File: src/rtl/cam_capture_pkg.sv
// Shared types and width helpers for the camera capture front end.
package cam_capture_pkg;

    typedef enum logic [1:0] {
        S_IDLE   = 2'd0,
        S_VSYNC  = 2'd1,
        S_ACTIVE = 2'd2,
        S_SKIP   = 2'd3
    } state_t;

    function automatic int pix_w(input int data_w, input int bytes_per_pix);
        return data_w * bytes_per_pix;
    endfunction

    function automatic int cnt_w(input int max_val);
        return $clog2(max_val + 1);
    endfunction

endpackage

File: src/rtl/cam_pix_pack.sv
// Gathers BYTES_PER_PIX camera beats MSB-first into one pixel; o_vld is combinational on the final beat.
// No backpressure: a beat is consumed whenever i_vld is high; i_clr abandons a partial pixel.
module cam_pix_pack
    import cam_capture_pkg::*;
#(
    parameter int DATA_W        = 8,
    parameter int BYTES_PER_PIX = 2,
    localparam int PIX_W        = pix_w(DATA_W, BYTES_PER_PIX)
) (
    input  logic              i_clk,
    input  logic              i_rstn,
    input  logic              i_vld,
    input  logic              i_clr,
    input  logic [DATA_W-1:0] i_data,
    output logic              o_vld,
    output logic [PIX_W-1:0]  o_pix
);

    localparam logic [1:0] LAST = 2'(BYTES_PER_PIX - 1);

    logic [1:0]       r_phase;
    logic [PIX_W-1:0] w_cat;

    always_ff @(posedge i_clk or negedge i_rstn) begin
        if (!i_rstn) begin
            r_phase <= '0;
        end else if (i_clr) begin
            r_phase <= '0;
        end else if (i_vld) begin
            r_phase <= (r_phase == LAST) ? 2'd0 : r_phase + 2'd1;
        end
    end

    generate
        if (BYTES_PER_PIX == 1) begin : g_single
            assign w_cat = i_data;
        end else begin : g_multi
            // Only the earlier beats are stored; the final beat joins straight from the pins.
            localparam int SR_W = PIX_W - DATA_W;
            logic [SR_W-1:0] r_sr;

            always_ff @(posedge i_clk or negedge i_rstn) begin
                if (!i_rstn) begin
                    r_sr <= '0;
                end else if (i_vld) begin
                    r_sr <= w_cat[SR_W-1:0];
                end
            end

            assign w_cat = {r_sr, i_data};
        end
    endgenerate

    assign o_vld = i_vld && (r_phase == LAST);
    assign o_pix = w_cat;

endmodule

File: src/rtl/cam_capture_win.sv
// DVP capture with runtime crop window and frame decimation; pixel write 1 pclk after its final beat.
// i_full does not stall the camera: in-window pixels seen while full are discarded and flagged on o_drop.
module cam_capture_win
    import cam_capture_pkg::*;
#(
    parameter int DATA_W        = 8,
    parameter int BYTES_PER_PIX = 2,
    parameter int MAX_W         = 640,
    parameter int MAX_H         = 480,
    parameter int SKIP_W        = 4,
    localparam int PIX_W        = pix_w(DATA_W, BYTES_PER_PIX),
    localparam int CW           = cnt_w(MAX_W),
    localparam int RW           = cnt_w(MAX_H)
) (
    input  logic              i_pclk,
    input  logic              i_rstn,
    input  logic              i_vsync,
    input  logic              i_href,
    input  logic [DATA_W-1:0] i_data,
    input  logic              i_en,
    input  logic [CW-1:0]     i_x0,
    input  logic [CW-1:0]     i_w,
    input  logic [RW-1:0]     i_y0,
    input  logic [RW-1:0]     i_h,
    input  logic [SKIP_W-1:0] i_skip,
    input  logic              i_full,
    output logic              o_wr,
    output logic [PIX_W-1:0]  o_wdata,
    output logic              o_sof,
    output logic              o_eol,
    output logic              o_eof,
    output logic              o_drop,
    output logic [RW-1:0]     o_rows
);

    localparam logic [CW-1:0] XMAX = CW'(MAX_W);
    localparam logic [RW-1:0] YMAX = RW'(MAX_H);

    state_t            r_state, w_next;
    logic              r_vsync_d, r_href_d;
    logic [SKIP_W-1:0] r_skip_cnt;
    logic [CW-1:0]     r_x0, r_w, r_x;
    logic [RW-1:0]     r_y0, r_h, r_y, r_rows_cnt;
    logic              r_row_hit, r_sof_pend;

    logic              w_vs_rise, w_vs_fall, w_href_fall, w_active, w_start, w_capture;
    logic              w_beat, w_line_end, w_pix_vld, w_pix_in, w_wr, w_drop, w_last_col;
    logic              w_in_x, w_in_y;
    logic [PIX_W-1:0]  w_pix;
    logic [CW:0]       w_xe, w_xend;
    logic [RW:0]       w_ye, w_yend;

    assign w_vs_rise   = i_vsync & ~r_vsync_d;
    assign w_vs_fall   = ~i_vsync & r_vsync_d;
    assign w_href_fall = ~i_href & r_href_d;
    assign w_active    = (r_state == S_ACTIVE);
    assign w_start     = (r_state == S_VSYNC) & w_vs_fall;
    assign w_capture   = i_en & (r_skip_cnt == '0);
    assign w_beat      = w_active & i_href & ~i_vsync;
    assign w_line_end  = w_active & w_href_fall & ~i_vsync;

    always_ff @(posedge i_pclk or negedge i_rstn) begin
        if (!i_rstn) begin
            r_state <= S_IDLE;
        end else begin
            r_state <= w_next;
        end
    end

    always_comb begin
        w_next = r_state;
        case (r_state)
            S_IDLE:   if (w_vs_rise) w_next = S_VSYNC;
            S_VSYNC:  if (w_vs_fall) w_next = w_capture ? S_ACTIVE : S_SKIP;
            S_ACTIVE: if (w_vs_rise) w_next = S_VSYNC;
            S_SKIP:   if (w_vs_rise) w_next = S_VSYNC;
            default:  w_next = S_IDLE;
        endcase
    end

    // Edge history resets high so a vsync already high at reset release is not taken as a frame start.
    always_ff @(posedge i_pclk or negedge i_rstn) begin
        if (!i_rstn) begin
            r_vsync_d  <= 1'b1;
            r_href_d   <= 1'b0;
            r_skip_cnt <= '0;
            r_x0       <= '0;
            r_w        <= '0;
            r_y0       <= '0;
            r_h        <= '0;
        end else begin
            r_vsync_d <= i_vsync;
            r_href_d  <= i_href;
            if (w_start) begin
                r_x0 <= i_x0;
                r_w  <= i_w;
                r_y0 <= i_y0;
                r_h  <= i_h;
                if (w_capture) begin
                    r_skip_cnt <= i_skip;
                end else if (r_skip_cnt != '0) begin
                    r_skip_cnt <= r_skip_cnt - SKIP_W'(1);
                end
            end
        end
    end

    cam_pix_pack #(
        .DATA_W        (DATA_W),
        .BYTES_PER_PIX (BYTES_PER_PIX)
    ) u_pack (
        .i_clk  (i_pclk),
        .i_rstn (i_rstn),
        .i_vld  (w_beat),
        .i_clr  (~w_active | w_href_fall),
        .i_data (i_data),
        .o_vld  (w_pix_vld),
        .o_pix  (w_pix)
    );

    // Window bounds are widened one bit so x0+w / y0+h never wrap.
    assign w_xe       = {1'b0, r_x};
    assign w_xend     = {1'b0, r_x0} + {1'b0, r_w};
    assign w_ye       = {1'b0, r_y};
    assign w_yend     = {1'b0, r_y0} + {1'b0, r_h};
    assign w_in_x     = (w_xe >= {1'b0, r_x0}) && (w_xe < w_xend) && (r_x < XMAX);
    assign w_in_y     = (w_ye >= {1'b0, r_y0}) && (w_ye < w_yend) && (r_y < YMAX);
    assign w_pix_in   = w_pix_vld & w_in_x & w_in_y;
    assign w_wr       = w_pix_in & ~i_full;
    assign w_drop     = w_pix_in & i_full;
    assign w_last_col = ((w_xe + (CW+1)'(1)) == w_xend);

    always_ff @(posedge i_pclk or negedge i_rstn) begin
        if (!i_rstn) begin
            r_x        <= '0;
            r_y        <= '0;
            r_rows_cnt <= '0;
            r_row_hit  <= 1'b0;
        end else if (!w_active) begin
            r_x        <= '0;
            r_y        <= '0;
            r_rows_cnt <= '0;
            r_row_hit  <= 1'b0;
        end else if (w_line_end) begin
            r_x        <= '0;
            r_y        <= (r_y == YMAX) ? r_y : r_y + RW'(1);
            r_rows_cnt <= r_rows_cnt + {{(RW-1){1'b0}}, r_row_hit};
            r_row_hit  <= 1'b0;
        end else if (w_pix_vld) begin
            r_x <= (r_x == XMAX) ? r_x : r_x + CW'(1);
            if (w_pix_in) begin
                r_row_hit <= 1'b1;
            end
        end
    end

    always_ff @(posedge i_pclk or negedge i_rstn) begin
        if (!i_rstn) begin
            o_wr       <= 1'b0;
            o_wdata    <= '0;
            o_sof      <= 1'b0;
            o_eol      <= 1'b0;
            o_eof      <= 1'b0;
            o_drop     <= 1'b0;
            o_rows     <= '0;
            r_sof_pend <= 1'b0;
        end else begin
            o_wr  <= w_wr;
            o_sof <= w_wr & r_sof_pend;
            o_eol <= w_wr & w_last_col;
            o_eof <= w_active & w_vs_rise;
            if (w_wr) begin
                o_wdata <= w_pix;
            end
            if (w_start) begin
                r_sof_pend <= 1'b1;
            end else if (w_wr) begin
                r_sof_pend <= 1'b0;
            end
            if (w_wr & r_sof_pend) begin
                o_drop <= 1'b0;
            end else if (w_drop) begin
                o_drop <= 1'b1;
            end
            // A row still open when vsync rises counts if it already hit the window.
            if (w_active & w_vs_rise) begin
                o_rows <= r_rows_cnt + {{(RW-1){1'b0}}, r_row_hit};
            end
        end
    end

endmodule

File: config.mk
export PLATFORM = sky130hd
export DESIGN_NAME = cam_capture_win
export DESIGN_NICKNAME = d
export VERILOG_FILES = /design/src/rtl/cam_capture_pkg.sv /design/src/rtl/cam_pix_pack.sv /design/src/rtl/cam_capture_win.sv
export SDC_FILE = /design/constraint.sdc
export NUM_CORES = 1
export LEC_CHECK = 0
export ABC_CLOCK_PERIOD_IN_PS = 8430
export BUFFER_PORTS_ARGS = -buffer_cell sky130_fd_sc_hd__buf_2
export CAP_MARGIN = 10
export CELL_PAD_IN_SITES_DETAIL_PLACEMENT = 0
export CELL_PAD_IN_SITES_GLOBAL_PLACEMENT = 1
export CORE_MARGIN = 2
export CORE_UTILIZATION = 39
export DETAILED_ROUTE_END_ITERATION = 8
export GPL_TIMING_DRIVEN = 0
export PLACE_DENSITY = 0.76
export SYNTH_ARGS = -nofsm -noshare
export SYNTH_HDL_FRONTEND = slang
export SYNTH_SLANG_ARGS = --single-unit
File: constraint.sdc
create_clock -name i_pclk -period 8.43 [get_ports i_pclk]
set_input_delay 2.1075 -clock i_pclk [delete_from_list [all_inputs] [get_ports i_pclk]]
set_output_delay 2.1075 -clock i_pclk [all_outputs]
set_load 0.03 [all_outputs]
==> flow_summary.ini <==
[setup_path]
start_kind = flop
path_buf_inv = 1
cp_top_family = compound AO/OA/AOI/OAI gates
reg2reg_from = r_y0[1]$_DFFE_PN0P_
cpPeakStageDelay_ns = 0.38
reg2reg_slack_ns = 4.32
cp.arrival_ns = 4.39
slowest_stage = dfrtp_1
crit_start = r_y0[1]$_DFFE_PN0P_
worst-path-max-fanout = 10
crit_type = reg -> reg
crit_chain = ha_1 > a211oi_1 > o21ai_0 > a21oi_1 > nor2b_1 > o21ai_0 > nor2b_1 > xor2_1 > ha_1 > a21o_1 > a211oi_1 > o221ai_1 > o2111ai_1 > nand3_1 > nor4_4 > buf_4 > mux2_2
critPathCaptureType = flop
cp.required_ns = 8.72

[floorplan]
die-area_sq_mm = 0.0181
rows = 47
die_w_um = 134
core_sq_mm = 0.0166
start_util_pct = 40.0
ios = 86
die_h_um = 134

[power_and_ir_drop]
power_leakage_nw = 3.93
ir_drop_mv = 0.142
p_per_area_mw_per_mm2 = 271

[finish]
antenna_cells = 0
mostFrequentLayoutCells = 115 x dfrtp_1, 109 x nand2_1, 84 x buf_2
layout_commonest_cell = dfrtp_1
nets = 913
drive_above_1_share_pct = 19.2
final.fill_count = 1633
design_area_sq_mm = 0.00797
area_delta_synth_final_pct = 20.0

[drt]
routed-via-count = 5179
met2WireLength_um = 7810
routed_via_density = 5.07
drt_iter0_markers = 231
first_pass_iters = 4
wl_um = 15000
drc = 0
highest_layer = met4
postRouteAntennaNets = 0
routed-wl-met3_um = 457
met1Wirelength_um = 6510
wl_per_cell_um = 14.7

[synthesis]
yosysUniqueCellTypes = 59
synthCells = 686
ys_ff_latch = 116
synth_top_family_by_area = simple AND/OR/NAND/NOR gates
synth_compound_area_share_pct = 12.5
ys_async_sr_fraction_pct = 100
ys_warn_count = 0
synthSimpleGateAreaFrac_pct = 16.8
synth-edff-count = 0
syn_area_per_cell_sq_um = 9.67
synth.cell_area_sq_mm = 0.00664
synth_mux_area_share_pct = 4.58
synthAdderAreaFrac_pct = 12.7
synth_ff_type = dfrtp_1
synth-xor-area-share_pct = 6.33
syn-num-nets = 808
seq_area_frac_synth_pct = 43.8

[global_routing]
grt_max_degree = 78
antenna_found_initial = 0
grt_use_total_pct = 17.7
grt-ovfl-total = 0
grt_pass1_wl_um = 25400
grt_pass1_vias = 5306

[timing]
grt_setup_unrepaired = no
max_freq_ghz = 0.244
tightest_slew_ns = 0.740
finalSetupTns_ns = 0
skew_ns = 0.00982
finalHoldViolations = 0
slew_headroom_pct = 50.4
final.period_utilization_pct = 48.7
finalWorstPathRequiredPeriod_ns = 4.11
finalSetupViolCount = 0
slew_viol_final = 0

[clock_tree]
clock_sinks = 116
clockBufferDepth = 2
htree_levels = 4
cts_resized = 0
path_clk_slew_ns = 0.05
clk-insertion-delay-late_ns = 0.41
cts_tree = built
postCtsSetupRepairBufs = 0
cts_root_buf = clkbuf_16
postCtsHoldBufs = 0
numCtsBuffers = 17

[status]
outcome = complete, no violations

[job]
max-cap-violations = 0

[place]
placed_cell_area_sq_mm = 0.00737
hpwl_um = 11400
gp_congestion = 0.790
portBuffers = 85

[worst_hold_path]
hp-class = reg -> reg
min_from = r_h[4]$_DFFE_PN0P_
==> worst min-delay path: stages, from the launching register on <==
cell	delay [ns]
dfrtp_1	0.34
nand2_1	0.05
nand2_1	0.06
==> power breakdown <==
part           internal (mW)  switching [mW]  leakage (nW)  total (mW)
registers              0.655          0.0631          1.51       0.718
clock network          0.492           0.233         0.290       0.724
logic                  0.301           0.417          2.13       0.717
==> state kept, by name, indices dropped and copies added (netlist names), 9 cells and up <==
register	flops
r_rows_cnt	9
o_wdata	16
r_y	9
r_x	10
r_w	10
r_x0	10
o_rows	9
r_y0	9
r_h	9
==> final cells by class <==
| type | count | area, sq um | area share, % |
|---|---|---|---|
| multi-input combinational | 515 | 3510 | 44.1 |
| inverter | 36 | 135 | 1.70 |
| clock inverter | 4 | 95.1 | 1.19 |
| buffer | 19 | 86.3 | 1.08 |
| tap | 220 | 275 | 3.46 |
| clock buffer | 26 | 499 | 6.27 |
| sequential | 116 | 2900 | 36.5 |
| timing repair buffer | 86 | 459 | 5.76 |
==> final timing paths <==
| path | end | cells past startpoint |
|---|---|---|
| worst max-delay path | o_wdata[10]$_DFFE_PN0P_ | 17 |
| worst min-delay path | r_h[4]$_DFFE_PN0P_ | 2 |
| worst max register to register | o_wdata[10]$_DFFE_PN0P_ | 17 |
| worst min register to register | r_h[4]$_DFFE_PN0P_ | 2 |
| max in group asynchronous | r_vsync_d$_DFF_PN1_ | 2 |
| min in group asynchronous | r_w[9]$_DFFE_PN0P_ | 1 |
==> metal layers <==
layer,vias to the layer above,GRT usage [%]
met5,-,0
met4,0,5.20
met3,21,4.54
met2,74,31.5
met1,2485,21.1
li1,2599,-
==> cell families (layout without fill, tap and decap cells) <==
| family | Yosys count | count (layout) |
|---|---|---|
| AOI/OAI and AO/OA | 134 | 134 |
| xor gates and xnor gates | 48 | 48 |
| adders and majority gates | 66 | 66 |
| buffers and inverters | 55 | 171 |
| DFF | 116 | 116 |
| muxes | 27 | 27 |
| and+or+nand+nor | 240 | 240 |
==> cells in the mapped netlist (2+ instances only) <==
library cell  number  area (sq um)
a211oi_1           6          45.0
a21o_1            10          75.1
a21oi_1           39           195
a21oi_2            2          17.5
a221oi_1           2          17.5
a22o_1             2          17.5
a31oi_1            4          25.0
and3_1             8          50.1
and4_1             2          17.5
buf_1              2          7.51
buf_4              2          15.0
clkbuf_1          14          52.6
dfrtp_1          115          2880
fa_1               2          40.0
ha_1              64           801
inv_1             36           135
mux2_2            27           304
nand2_1          109           409
nand2b_1           9          56.3
nand3_1           23           115
nand4_1            5          31.3
nor2_1            46           173
nor2b_1            9          56.3
nor3_1             9          45.0
nor3b_1            3          22.5
o2111ai_1          2          17.5
o21ai_0           46           230
o221ai_1           2          17.5
o31ai_1            4          30.0
o41ai_1            4          35.0
or2_2              4          25.0
xnor2_1           23           201
xor2_1            25           219
==> stage by stage <==
step | util (%) | power (mW) | hold slack (ns) | instances | worst slack [ns]
finish | 48.0 | 2.16 | 0.479 | 1022 | 4.32
global route | 48.0 | 2.32 | 0.507 | 1022 | 3.86
CTS | 48.0 | 2.18 | 0.482 | 1022 | 4.25
detailed placement | 44.4 | 1.44 | 0.468 | 992 | 4.14
global placement | 44.2 | 1.41 | 0.473 | 991 | 3.86
floorplan | - | 1.25 | 0.450 | 686 | 4.63
No activity file was read; power rests on OpenSTA's default activity.
